<file path="config.mk">
export PLATFORM = sky130hd
export DESIGN_NAME = tinyalu_param
export DESIGN_NICKNAME = d
export VERILOG_FILES = /design/src/rtl/tinyalu_pkg.sv /design/src/rtl/tinyalu_mul_pipe.sv /design/src/rtl/tinyalu_param.sv
export SDC_FILE = /design/constraint.sdc
export NUM_CORES = 1
export LEC_CHECK = 0
export BUFFER_PORTS_ARGS = -buffer_cell sky130_fd_sc_hd__buf_4
export CELL_PAD_IN_SITES_DETAIL_PLACEMENT = 0
export CELL_PAD_IN_SITES_GLOBAL_PLACEMENT = 1
export CORE_UTILIZATION = 50
export CTS_CLUSTER_DIAMETER = 30
export CTS_CLUSTER_SIZE = 12
export DETAILED_ROUTE_END_ITERATION = 8
export PLACE_DENSITY_LB_ADDON = 0.12
export SETUP_SLACK_MARGIN = 0.3
export SLEW_MARGIN = 20
export SYNTH_ARGS = -nofsm -noshare
export SYNTH_HDL_FRONTEND = slang
export SYNTH_SLANG_ARGS = --single-unit
export TNS_END_PERCENT = 1
</file>
<file path="constraint.sdc">
create_clock -name clk -period 6.3 [get_ports clk]
set_input_delay 0.63 -clock clk [delete_from_list [all_inputs] [get_ports clk]]
set_output_delay 0.63 -clock clk [all_outputs]
set_load 0.01 [all_outputs]
</file>
<file path="src/rtl/tinyalu_pkg.sv">
// Shared types for the parametrised tiny ALU: opcode and FSM state enums,
// plus a helper classifying which opcodes finish in a single EXEC cycle.
package tinyalu_pkg;

  typedef enum bit [2:0] {
    OP_NOP = 3'b000,
    OP_ADD = 3'b001,
    OP_AND = 3'b010,
    OP_XOR = 3'b011,
    OP_MUL = 3'b100,
    OP_SUB = 3'b101,
    OP_RSV = 3'b110,
    OP_RST = 3'b111
  } operation_t;

  typedef enum logic [1:0] {
    ST_IDLE,
    ST_EXEC,
    ST_MUL_WAIT,
    ST_DONE
  } state_t;

  function automatic logic is_single_cycle(input operation_t o);
    return (o == OP_ADD) || (o == OP_AND) || (o == OP_XOR) || (o == OP_SUB);
  endfunction

endpackage

</file>
<file path="src/rtl/tinyalu_mul_pipe.sv">
// Fixed-latency multiplier: full WIDTHxWIDTH product formed on the input edge,
// then carried down a MUL_STAGES-deep pipe in lockstep with a valid bit.
module tinyalu_mul_pipe #(
  parameter int WIDTH      = 8,
  parameter int MUL_STAGES = 3
) (
  input  logic               clk,
  input  logic               reset,
  input  logic               in_valid,
  input  logic [WIDTH-1:0]   a,
  input  logic [WIDTH-1:0]   b,
  output logic               out_valid,
  output logic [2*WIDTH-1:0] product
);

  logic               valid_q [MUL_STAGES];
  logic [2*WIDTH-1:0] prod_q  [MUL_STAGES];

  // Only the valid bits need reset; stale data is never qualified.
  always_ff @(posedge clk) begin
    if (reset) valid_q[0] <= 1'b0;
    else       valid_q[0] <= in_valid;
    prod_q[0] <= {{WIDTH{1'b0}}, a} * {{WIDTH{1'b0}}, b};
  end

  for (genvar gi = 1; gi < MUL_STAGES; gi++) begin : g_stage
    always_ff @(posedge clk) begin
      if (reset) valid_q[gi] <= 1'b0;
      else       valid_q[gi] <= valid_q[gi-1];
      prod_q[gi] <= prod_q[gi-1];
    end
  end

  assign out_valid = valid_q[MUL_STAGES-1];
  assign product   = prod_q[MUL_STAGES-1];

endmodule

</file>
<file path="src/rtl/tinyalu_param.sv">
// Parametrised tiny ALU with start/done handshake and pipelined multiply.
// Define TINYALU_CARRY_EN to register the add-carry / sub-borrow flag.
module tinyalu_param
  import tinyalu_pkg::*;
#(
  parameter int WIDTH      = 8,
  parameter int MUL_STAGES = 3
) (
  input  logic               clk,
  input  logic               reset,
  input  logic [WIDTH-1:0]   A,
  input  logic [WIDTH-1:0]   B,
  input  logic [2:0]         op,
  input  logic               start,
  output logic               done,
  output logic               busy,
  output logic [2*WIDTH-1:0] result,
  output logic               carry
);

  state_t             state_q;
  operation_t         op_q;
  operation_t         op_in;
  logic [WIDTH-1:0]   a_q, b_q;
  logic [2*WIDTH-1:0] a_ext, b_ext;
  logic [2*WIDTH-1:0] alu_d;
  logic [2*WIDTH-1:0] result_q;
  logic [2*WIDTH-1:0] product;
  logic               done_q, busy_q;
  logic               accept, mul_valid;

  assign op_in  = operation_t'(op);
  assign accept = (state_q == ST_IDLE) && start;
  assign a_ext  = {{WIDTH{1'b0}}, a_q};
  assign b_ext  = {{WIDTH{1'b0}}, b_q};

  // Multiplier takes the raw inputs on the accept edge so latency is exact.
  tinyalu_mul_pipe #(
    .WIDTH      (WIDTH),
    .MUL_STAGES (MUL_STAGES)
  ) u_mul (
    .clk       (clk),
    .reset     (reset),
    .in_valid  (accept && (op_in == OP_MUL)),
    .a         (A),
    .b         (B),
    .out_valid (mul_valid),
    .product   (product)
  );

  always_comb begin
    alu_d = '0;
    case (op_q)
      OP_ADD:  alu_d = a_ext + b_ext;
      OP_SUB:  alu_d = a_ext - b_ext;
      OP_AND:  alu_d = a_ext & b_ext;
      OP_XOR:  alu_d = a_ext ^ b_ext;
      default: alu_d = '0;
    endcase
  end

  always_ff @(posedge clk) begin
    if (reset) begin
      state_q  <= ST_IDLE;
      op_q     <= OP_NOP;
      a_q      <= '0;
      b_q      <= '0;
      result_q <= '0;
      done_q   <= 1'b0;
      busy_q   <= 1'b0;
    end else begin
      done_q <= 1'b0;
      busy_q <= 1'b0;
      case (state_q)
        ST_IDLE: begin
          if (start) begin
            a_q  <= A;
            b_q  <= B;
            op_q <= op_in;
            if (is_single_cycle(op_in))  state_q  <= ST_EXEC;
            else if (op_in == OP_MUL)    state_q  <= ST_MUL_WAIT;
            else if (op_in == OP_RST)    result_q <= '0;
          end
        end
        ST_EXEC: begin
          result_q <= alu_d;
          done_q   <= 1'b1;
          state_q  <= ST_DONE;
        end
        ST_MUL_WAIT: begin
          if (mul_valid) begin
            result_q <= product;
            done_q   <= 1'b1;
            state_q  <= ST_DONE;
          end else begin
            busy_q <= 1'b1;
          end
        end
        ST_DONE: state_q <= ST_IDLE;
        default: state_q <= ST_IDLE;
      endcase
    end
  end

`ifdef TINYALU_CARRY_EN
  logic carry_q, carry_d, finish;

  assign finish = (state_q == ST_EXEC) || ((state_q == ST_MUL_WAIT) && mul_valid);

  always_comb begin
    carry_d = 1'b0;
    if (op_q == OP_ADD)      carry_d = alu_d[WIDTH];
    else if (op_q == OP_SUB) carry_d = (a_q < b_q);
  end

  always_ff @(posedge clk) begin
    if (reset)                          carry_q <= 1'b0;
    else if (accept && op_in == OP_RST) carry_q <= 1'b0;
    else if (finish)                    carry_q <= carry_d;
  end

  assign carry = carry_q;
`else
  assign carry = 1'b0;
`endif

  assign done   = done_q;
  assign busy   = busy_q;
  assign result = result_q;

endmodule

</file>
# Word-level counts from Yosys, hierarchy flattened
# Memories as Yosys holds them, arrays and structs flattened.
# Index checks and enable logic that the tools add are counted.
# op_classes
div	0
addsub	2
mux	21
magnitude_cmp	0
n_bitwise	6
eq_ne	19
mul	1
n_reduce_logical	11
shifts	0
# op_table
operator	n
16-bit 2-to-1 mux	5
16-bit case mux with 4 select lines	1
16-bit case mux with 3 select lines	1
8-bit by 8-bit multiplier with 16-bit output	1
3-bit by 2-bit equality test with 1-bit output (second input constant)	4
3-bit equality test (second input constant)	4
8-bit by 8-bit adder with 9-bit output	1
8-bit by 8-bit subtractor with 9-bit output	1
8-bit AND	1
1-bit 2-to-1 mux	8
2-bit 2-to-1 mux	4
2-bit inequality test (second input constant)	4
2-bit case mux with 4 select lines	1
8-bit XOR	1
3-bit by 1-bit equality test with 1-bit output (second input constant)	2
6-bit AND reduction	1
2-bit equality test (second input constant)	2
1-bit logical OR	3
3-bit by 1-bit inequality test with 1-bit output (second input constant)	1
1-bit bitwise OR	3
3-bit AND reduction	1
3-bit nonzero test	1
2-bit by 1-bit equality test with 1-bit output (second input constant)	1
1-bit logical AND	2
6 further kinds	6
# word_totals
regBits	39
ram_bits	51
inputBits	22
latch_bits	0
n_memories	2
romBits	0
# memory_table
memory	depth	width	read_ports	rd_clocked_by_memory_dff	write_ports	line	rtl
u_mul.prod_q	3	16	3	0	3	tinyalu_mul_pipe.sv:17	logic [2*WIDTH-1:0] prod_q [MUL_STAGES];
u_mul.valid_q	3	1	3	0	3	tinyalu_mul_pipe.sv:16	logic valid_q [MUL_STAGES];

# Longest topological paths before layout
# depth
word_depth	7
depth_mapped	16
ltp_nobuf	16

# By module
# From an unflattened synthesis, not the netlist that was laid out.
# hier_totals
hier_cells	656
area_unflattened_um2	5851.9
# by_module_without_submodules
mod	seq_area_each_um2	cells_per_inst	area_each_um2	instances
tinyalu_mul_pipe	1021.0	313	3265.6	1
tinyalu_param	780.7	343	2586.2	1

# Worst setup path after synthesis
# Ideal clock, no wire load.
# synth_timing
path_kind	input -> register
start	input B[7]
end	memory u_mul.prod_q[0][15] (netlist bit)
t_arrival_ns	4.405
slack_ns	1.775
setup_time_ns	0.120
stages	14
n_path_buf	0
path_cell_list	and2_1 -> fa_1 -> fa_1 -> fa_1 -> inv_1 -> fa_1 -> inv_1 -> ha_1 -> o21a_1 -> o21ai_0 -> a211oi_1 -> a2111oi_2 -> a21oi_1 -> xnor2_1
# synth_lines
item	line	rtl
from (decl)	tinyalu_param.sv:12	input logic [WIDTH-1:0] B,
to (decl)	tinyalu_mul_pipe.sv:17	

==> implementation parameters <==
Parameter                              Value

Worst hold path
  Count of cells along the worst hold path    0
  Launch instance of the worst min-delay path    u_mul.prod_q[0][4]
  Worst min path class    reg -> reg

Clock tree
  Post-CTS repair timing setup buffer count    0
  Num CTS Buffers    9
  CTS tree    done
  Hold buffer count at CTS    0
  Maximum buffer depth of the clock tree    2
  CTS HTree Levels    3
  Register clock-pin slew on the reported worst setup and hold paths    0.06 ns
  Clock Sinks    90
  Cell at the root of the clock tree    clkbuf_16
  PostCTS Resize Cnt    0
  Clock insertion delay at the later pin of the skew report    0.34 ns

Cells and area
  Final Non-Filler Cells    814
  Share of final-layout standard cells stronger than drive strength 1    9.35%
  Antenna Diode Count    0
  Storage element area    0.00180 mm2
  Net total in the final layout    785
  Synth-to-layout area growth    11.9%
  Final Util    58.4%
  Final instance area    0.00641 mm2
  Number of filler instances in the final layout    1006
  Footprint of the multi-input gates    0.00354 mm2

Worst setup path
  Length in cells of the worst reg-to-reg path    8
  Worst setup path class    in -> reg
  Delay of the slowest critical-path stage    0.55 ns
  Biggest fanout along the worst timing path    9
  Critical Path Start Type    input port
  Number of cells on the critical path    15
  Data required time at the worst endpoint    6.53 ns
  Startpoint of the most critical register-to-register path    state_q[0]
  Worst EP arrival    4.83 ns
  Crit. Startpoint    B[7]
  Critical path buffers and inverters    3
  Crit-path cells    buf_4, and2_1, fa_1, fa_1, fa_1, inv_1, fa_1, inv_1, ha_1, o21a_1, o21ai_0, a211oi_1, a2111oi_2, a21oi_1, xnor2_1
  Most frequent CP cell    fa_1
  Critical path endpoint category    flop
  Cell class contributing the biggest share of worst-path delay    adder cells
  Highest-delay cell along the critical path    fa_1
  Internal reg-to-reg setup slack    3.36 ns

Timing
  Post-layout min period    4.60 ns
  Clock Skew    0.0152 ns
  RSZ-0062 raised after global routing    no
  Hold Fails Final Rpt    0
  Sum of negative setup slack    0 ns
  Pin slew with the least headroom to its limit    0.769 ns
  Setup-failing EPs final    0
  Share of the clock period used by the worst path    73.1%
  Final worst hold slack    0.322 ns
  Fmax    217 MHz
  Minimum setup slack in the final design    1.70 ns
  Slew HR    48.7%
  Max Transition Viols Final    0

Synthesis
  Avg Inst Size Synth    8.89 um2
  Proportion of synthesized flip-flops having asynchronous set or reset    0%
  Simple-gate portion of the synthesized area    19.1%
  Compound-cell area share of the yosys netlist    14.1%
  Post-synthesis cell type count    61
  EDFF count, synth    0
  Number of synthesized register bits    90
  Sequential element share of the synthesized area    31.5%
  Post-synth top flop    dfxtp_1
  Syn Nets    760
  Synth area leader    dfxtp_1
  Most used standard cell by instance count after synthesis    dfxtp_1
  Fraction of post-synthesis cell area in the top cell type by area    31.5%
  Count of mapped cells out of synthesis    644
  Share of the synthesized netlist area taken by xor and xnor gates    1.83%
  Number of warnings printed during yosys synthesis    0
  Mux share of post-synthesis cell area    1.05%
  Commonest cells in the netlist    dfxtp_1, nand2_1, inv_1
  Top post-synthesis cells by area    dfxtp_1, fa_1, ha_1, and2_1, nand2_1
  Main combinational cell family by area after synthesis    adder cells
  Adder-cell share of the synthesized area    25.5%
  Post-Synthesis Cell Area    0.00573 mm2

Power
  Leak pwr    2.88 nW
  Share of total power in the clock network    25.7%
  Combinational Power Share    39.5%
  Power after layout    2.30 mW
  Power per unit of standard cell area    359 mW/mm2
  Maximum vdd drop    0.000231 V
  Sw Pwr    835 uW
  Register share of total power    34.9%
  Share of total power consumed by net switching    36.3%
  Internal power    1.46 mW

Job
  Max capacitance violation total    0

Placed design
  Placed cell count    798
  Port Buffer Count    39
  Dpl ws    1.33 ns
  DP HPWL    10200 um
  DP Area    0.00608 mm2
  GPL Wtd Cong    0.897

Detailed routing
  Vias per inst    5.37
  Number of DRC markers after the initial detailed-route iteration    224
  Total vias in the final route    4375
  Length of the first detailed-routing pass in iterations    5
  Total wire length after detailed routing    13100 um
  Average wire per cell in the routed design    16.1 um
  Number of antenna-violating nets in the routed design    0
  Number of DRC violations after detailed routing    0

Die
  Die X    109 um
  Core outline area    0.0110 mm2
  Die extent in y    109 um
  Floorplan die area    0.0119 mm2
  Initial standard-cell utilization of the core    52.2%
  # IOs    41
  Standard-cell rows    38

GRT
  GRT Util Overall    23.7%
  Vias in the first global route    4256
  Antenna violations before repair    0
  Grt total ovfl    0
  Wire length of the first global-routing pass    21000 um
  Largest net degree at the start of global routing    43

Run status
  Outcome    complete, no violations
power groups by stage:
stage	logic, mW	registers, mW	clock network [mW]
after floorplan	0.717	0.788	0
after global placement	0.893	0.807	0
after detailed placement	0.905	0.814	0
after CTS	0.919	0.802	0.600
after global routing	1.02	0.820	0.625
final	0.907	0.801	0.590
worst reg2reg max path, stage by stage (launching register included):
cell and delay, ns:
dfxtp_1 0.37, inv_1 0.10, ha_1 0.33, nor2b_4 0.19, a2111o_1 0.67, nor3_2 0.73, nand3_1 0.16, mux2i_1 0.22
a211o_1 0.12
state kept, by name, summed over array words and instances, names as in the netlist:
register	count
state_q	2
b_q	8
a_q	8
busy	1
u_mul.valid_q	3
u_mul.prod_q	48
done	1
result	16
op_q	3
cell families (layout without fill, tap and decap cells):
kind of cell	after synthesis	after routing
AND/OR/NAND/NOR	218	218
AO/OA/AOI/OAI	125	125
flip-flops	90	90
XOR/XNOR	12	12
multiplexers	6	6
adder cells (fa/ha/maj)	94	94
buffers and inverters	98	128
other	1	1
metal layers:
| layer | global-route usage (%) | part of all wire (%) | up-vias |
|---|---|---|---|
| met3 | 3.65 | 4.0 | 16 |
| met4 | 7.92 | 2.0 | 0 |
| met1 | 29.4 | 44 | 2055 |
| li1 | - | - | 2186 |
| met5 | 0 | 0 | - |
| met2 | 41.7 | 50 | 118 |
area by class of cell:
class | instances | area share [%]
Clock inverter | 6 | 1.46
Multi-Input combinational cell | 456 | 55.1
Tap cell | 140 | 2.73
Inverter | 73 | 4.27
Timing Repair Buffer | 39 | 4.57
Sequential cell | 90 | 28.1
Clock buffer | 10 | 3.73
worst paths after layout:
kind,to
worst max-delay path,u_mul.prod_q[0][15]
worst min-delay path,u_mul.prod_q[0][20]
worst max register to register,result[5]
worst min register to register,u_mul.prod_q[0][20]
placed cells by master (no fill, tap or decap), types with 3 or more instances in the layout:
cell type   n
o31ai_1     4
nand2_1    82
xnor2_1    10
dfxtp_1    90
nand3_1    17
a21oi_1    48
nor3_1     10
a31oi_1    10
nand2b_1    5
and2_1     54
o21ai_0    21
o21a_1      6
ha_1       56
nand4_1     3
mux2i_1     6
fa_1       38
inv_1      73
buf_4      39
o22ai_1     4
nor2_1     25
nor2b_1     9
clkbuf_16   9
a211oi_1    6
No activity file was read; power rests on OpenSTA's default activity.
